File: src/rtl/instr_fetch_unit.sv
// instr_fetch_unit: assembles 32-bit instructions from a byte-wide memory over four handshaked beats.
// Optional one-entry hit buffer enabled by defining IFU_HIT_BUFFER_EN.
module instr_fetch_unit #(
    parameter logic [31:0] NOP = 32'h00000013
) (
    input  logic        clk,
    input  logic        rst,
    input  logic [31:0] pc,
    input  logic        fetch_en,
    output logic [31:0] instruction,
    output logic        instr_valid,
    output logic        stall,
    output logic        misaligned,
    output logic        mem_req,
    output logic [31:0] mem_addr,
    input  logic        mem_ack,
    input  logic [7:0]  mem_rdata
);
    typedef enum logic [1:0] {IDLE, FETCH, DONE, ERR} state_t;

    state_t      state_q, state_d;
    logic [29:0] pc_lat_q, pc_lat_d;
    logic [1:0]  beat_q, beat_d;
    logic [23:0] bytes_q, bytes_d;
    logic [31:0] instr_q, instr_d;
    logic [29:0] match_hi;
    logic        hit;
    logic        start_fetch;
    logic        last_beat;

`ifdef IFU_HIT_BUFFER_EN
    logic [29:0] tag_q, tag_d;
    logic [31:0] word_q, word_d;
    logic        tag_vld_q, tag_vld_d;

    assign hit      = tag_vld_q && pc == {tag_q, 2'b00};
    assign match_hi = tag_q;
`else
    assign hit      = 1'b0;
    assign match_hi = pc_lat_q;
`endif

    assign start_fetch = state_q == IDLE && fetch_en && pc[1:0] == 2'b00 && !hit;
    assign last_beat   = state_q == FETCH && mem_ack && beat_q == 2'd3;
    assign instruction = instr_q;

    // State and datapath registers; reset discards partial bytes and the buffer tag.
    always_ff @(posedge clk or posedge rst) begin
        if (rst) begin
            state_q   <= IDLE;
            pc_lat_q  <= '0;
            beat_q    <= '0;
            bytes_q   <= '0;
            instr_q   <= NOP;
`ifdef IFU_HIT_BUFFER_EN
            tag_q     <= '0;
            word_q    <= '0;
            tag_vld_q <= 1'b0;
`endif
        end else begin
            state_q   <= state_d;
            pc_lat_q  <= pc_lat_d;
            beat_q    <= beat_d;
            bytes_q   <= bytes_d;
            instr_q   <= instr_d;
`ifdef IFU_HIT_BUFFER_EN
            tag_q     <= tag_d;
            word_q    <= word_d;
            tag_vld_q <= tag_vld_d;
`endif
        end
    end

    // Next-state logic: misaligned wins over hit, hit wins over a memory fetch.
    always_comb begin
        state_d = state_q;
        case (state_q)
            IDLE:    if (fetch_en) state_d = pc[1:0] != 2'b00 ? ERR : hit ? DONE : FETCH;
            FETCH:   if (last_beat) state_d = DONE;
            default: state_d = IDLE;
        endcase
    end

    // Beat collection and instruction word update; the word is loaded on entry to DONE/ERR.
    always_comb begin
        pc_lat_d = pc_lat_q;
        beat_d   = beat_q;
        bytes_d  = bytes_q;
        instr_d  = instr_q;
        if (start_fetch) begin
            pc_lat_d = pc[31:2];
            beat_d   = 2'd0;
        end
        if (state_q == FETCH && mem_ack) begin
            beat_d  = beat_q + 2'd1;
            bytes_d = {beat_q == 2'd2 ? mem_rdata : bytes_q[23:16],
                       beat_q == 2'd1 ? mem_rdata : bytes_q[15:8],
                       beat_q == 2'd0 ? mem_rdata : bytes_q[7:0]};
        end
        if (last_beat) instr_d = {mem_rdata, bytes_q};
        if (state_q == IDLE && fetch_en && pc[1:0] != 2'b00) instr_d = NOP;
`ifdef IFU_HIT_BUFFER_EN
        if (state_q == IDLE && fetch_en && pc[1:0] == 2'b00 && hit) instr_d = word_q;
`endif
    end

`ifdef IFU_HIT_BUFFER_EN
    // Hit buffer keeps its own copy of the word so a misaligned NOP cannot corrupt later hits.
    always_comb begin
        tag_d     = tag_q;
        word_d    = word_q;
        tag_vld_d = tag_vld_q;
        if (last_beat) begin
            tag_d     = pc_lat_q;
            word_d    = {mem_rdata, bytes_q};
            tag_vld_d = 1'b1;
        end
    end
`endif

    // Outputs decoded from the current state; mem_req drops as soon as reset clears the state.
    always_comb begin
        mem_req     = state_q == FETCH;
        mem_addr    = mem_req ? {pc_lat_q, 2'b00} + {30'd0, beat_q} : 32'd0;
        misaligned  = state_q == ERR;
        instr_valid = state_q == DONE ? fetch_en && pc == {match_hi, 2'b00}
                                      : misaligned && fetch_en;
        stall       = fetch_en && !instr_valid;
    end
endmodule

File: config.mk
export PLATFORM = sky130hd
export DESIGN_NAME = instr_fetch_unit
export DESIGN_NICKNAME = d
export VERILOG_FILES = /design/src/rtl/instr_fetch_unit.sv
export SDC_FILE = /design/constraint.sdc
export NUM_CORES = 1
export LEC_CHECK = 0
export CAP_MARGIN = 0
export CORE_MARGIN = 10
export CORE_UTILIZATION = 48
export DETAILED_ROUTE_END_ITERATION = 8
export GPL_TIMING_DRIVEN = 0
export PLACE_DENSITY = 0.77
export SYNTH_ARGS = -nofsm -noshare
export SYNTH_HDL_FRONTEND = slang
export SYNTH_SLANG_ARGS = --single-unit
File: constraint.sdc
create_clock -name clk -period 4.7 [get_ports clk]
set_input_delay 1.41 -clock clk [delete_from_list [all_inputs] [get_ports clk]]
set_output_delay 1.41 -clock clk [all_outputs]
set_load 0.02 [all_outputs]
---- Word-level counts from Yosys, hierarchy flattened ----
Index checks and enable logic that the tools add are counted.
operators by class
  $add $sub $neg .......................... 2
  equal/unequal tests ..................... 9
  reductions and logical operators ........ 19
  mux-type cells .......................... 10
operators by type and width
  operator             number
  $mux 32              3
  $add 32x2->32        1
  $eq 32x32->1         1
  $mux 2               5
  $eq 2x2->1 const B   4
  $logic_and 1x1->1    8
  $reduce_and 2->1     4
  $logic_not 2->1      3
  $reduce_bool 2->1    3
  $eq 2x1->1 const B   2
  $pmux 2 s2           1
  $add 2x1->2 const B  1
  $ne 2x1->1 const B   1
  $ne 2x2->1 const B   1
  $logic_not 1->1      1
  $mux 1               1
word-level totals
  output and inout port bits .............. 68
  bits of input ports ..................... 44
  logic and storage cells ................. 47
  register bits after elaboration ......... 90

---- Depth between registers and ports, before layout ----
  depth in word-level cells ............... 5
  gate-level depth with buffers ........... 6
  gate-level depth less buffers ........... 5

---- Least setup slack after synthesis ----
Ideal clock, no wire load.
  path type ............................... in2out
  from .................................... input port pc[10]
  to ...................................... output port instr_valid
  arrival ................................. 2,329 ps
  data required time ...................... 3,290 ps
  cell stages on the path ................. 5
  path slack .............................. 961 ps
  cell sequence ........................... xnor2_1 nand4_1 nor4_1 a31oi_1 nor2b_1
between the ends
  word-level cells in the longest chain between the ends .. 3
ends and longest elaborated chain
  element            RTL line  source
  from (decl)        8         input logic [31:0] pc,
  $eq 32x32->1       126       instr_valid = state_q == DONE ? fetch_en && pc == {match_hi, 2'b00}
  $logic_and 1x1->1  126
  $mux 1             126
  to (decl)          11        output logic instr_valid,
No other way between the ends.

---- Final worst setup path ----
  from .................................... input port pc[10]
  to ...................................... output port stall
between the ends
  word-level cells in the longest chain between the ends .. 5
ends and longest elaborated chain
  element            RTL line  source
  $eq 32x32->1       126
  $logic_and 1x1->1  126
  $mux 1             126
  $logic_not 1->1    128       stall = fetch_en && !instr_valid;
  $logic_and 1x1->1  128
  to (decl)          12        output logic stall,
No other way between the ends.

==> reports/qor.csv <==
metric;value;unit
skew final;0.009996;ns
post-route ant nets;0;
main area contributors after synthesis;dfrtp_1, mux2_2, xnor2_1;
HPWL Detailed;7332;um
crit share post-route;97.01;%
Max Fclk;0.2193;GHz
Core ar.;8217;um2
average routed wire per standard cell;18.71;um
area of the die;12540;um2
cts bufs inserted;9;
RSZ-0062 raised after global routing;false;
setup ws final;0.1404;ns
Area after DPL;5323;um2
Pleak;2.372;nW
Place WS;-0.1306;ns
Power Dens Cells;691.8;nW/um2
I/O Buffers;110;
synthesis-to-layout area growth;36.12;%
Synth area leader;dfrtp_1;
Core Util, Final;67.26;%
Tot Pwr;3.823;mW
Rows;33;
Top FF cell, synth;dfrtp_1;
I/O Pins;112;
CTS sink cnt;90;
clock tree buffer depth;2;
CTS tree;yes;
layout cells sized above 1;26.43;%
most frequent cells in the layout;clkdlybuf4s50_1, dfrtp_1, mux2_2;
largest net degree at the start of global routing;65;
Synth async-reset ratio;100.0;%
commonest non-fill, non-tap cell in the layout;clkdlybuf4s50_1;
Worst Path Max Fanout;2;
# diodes;0;
later-pin clock latency in the skew report;0.36;ns
Max-Cap Viols;0;
DR DRC count;0;
Ys Warns;0;
Distinct cells, synth;35;
Rel. slew slack;67.36;%
Final Setup Violations;0;
Worst Setup Start Kind;input port;
wirelength, routed;9824;um
die width;112.0;um
Final Critical Period;4.560;ns
Hold Path Class;register to register;
top cell type's share of synthesized area;53.62;%
initial antenna violation count;0;
die height;112.0;um
Syn Area/Cell;13.86;um2
status;completed;
crit path DAT;3.15;ns
DR pass1 iterations;4;
total grt overflow;0;
Worst Path Required;3.29;ns
nets@finish;463;
starting density of the core;49.41;%
Root Buffer;clkbuf_8;
Total GRT Usage;15.90;%
Clk pin slew, worst setup/hold paths;0.10;ns
register bit total from synthesis;90;
Vias;2723;
VDD IR-drop max;0.3206;mV
initial DRC count;74;
worst slew pin tran;0.4896;ns
synthesized cell area;4060;um2
Post-synth EDFFs;0;
synthesized instance count;293;
vias in the first global route;2966;
Finished Cell Area;5527;um2
Setup TNS;0;ns
Synth Net Count;341;
first-pass GRT wire length;16060;um
RePlAce Congestion;0.8131;
CP Class;input port to output pin;
Hold Vio Cnt, Final;0;
crit end category;output pin;
Seq/Total Area, Yosys;55.56;%
DR vias/cell;5.187;
H-tree Lvls;3;
fin. max-slew vios;0;
-- state kept, by name (all words and copies together), names as in the netlist --
signal / count
instruction: 32
state_q: 2
beat_q: 2
bytes_q: 24
match_hi: 30
-- routing by layer --
metal | GRT usage [%] | wire length (um) | vias up | share of wire, %
met5 | 0 | 0 | - | 0
li1 | - | - | 1282 | -
met2 | 26.81 | 4986 | 60 | 51
met4 | 6.514 | 197 | 0 | 2.0
met1 | 18.79 | 4103 | 1366 | 42
met3 | 4.187 | 536 | 15 | 5.5
-- power by group --
part           switching [mW]  internal [mW]
combinational           0.881           1.04
clock                   0.298          0.220
sequential              0.247           1.14
total                    1.43           2.40
-- cell type report --
class,count,area [um2]
fillers,652,2690
flip-flops and latches,90,2256
multi-input cells,185,1675
repair buffers,111,1126
clock buffers,10,137.6
well taps,105,131.4
plain buffers,14,123.9
clock inverters,6,56.30
inverters,4,20.02
-- per-stage QoR --
stage          std cells  hold WS, ns
5_1_grt              525       0.5238
3_3_place_gp         508       0.4743
4_1_cts              525       0.5030
2_1_floorplan        293       0.4672
6_report             525       0.5015
3_5_place_dp         509       0.4820
-- worst paths after layout --
path	from	endpoint	slack, ns	cells after the start
hold reg to reg	bytes_q[6]	instruction[6]	0.50	1
setup reg to reg	beat_q[0]	instruction[25]	3.23	4
setup / recovery	pc[10]	stall	0.14	7
max in group asynchronous	rst	instruction[0]	2.64	3
min in group asynchronous	rst	match_hi[8]	1.39	2
hold / removal	bytes_q[6]	instruction[6]	0.50	1
-- synth_stat cells, types with 2 or more instances --
cell and number:
a22o_1 21, a22o_2 8, and2_1 33, buf_2 4, buf_6 6, clkbuf_1 2, dfrtp_1 87, dfstp_2 3
ha_1 4, inv_1 3, mux2_2 51, mux2_4 3, nand2_1 2, nand3_1 4, nand3_2 2, nand3_4 2
nand4_1 6, nor2_1 2, nor4_1 3, o21ai_0 2, o22a_2 3, xnor2_1 25, xor2_1 5
-- logic make-up after synthesis --
kind of cell	after synthesis	synth area share [%]
AND/OR/NAND/NOR	62	10.35
buffers and inverters	18	3.482
multiplexers	54	15.25
AO/OA/AOI/OAI	35	7.643
flip-flops	90	55.56
adder cells (fa/ha/maj)	4	1.233
XOR/XNOR	30	6.471
-- critical path: stages --
cell and delay [ns]:
clkdlybuf4s50_1 0.49, xnor2_1 0.12, nand4_1 0.15, nor4_2 0.32, a31oi_1 0.16, and2_1 0.18, dlygate4sd2_1 0.32
-- timing repair --
item                                    4_1_cts  5_1_grt
hold buffers                                  0        0
gates resized for setup                       4        0
endpoints found under the setup margin        2        0
buffers inserted                              0        0
Power figures use the tool's default switching activity.
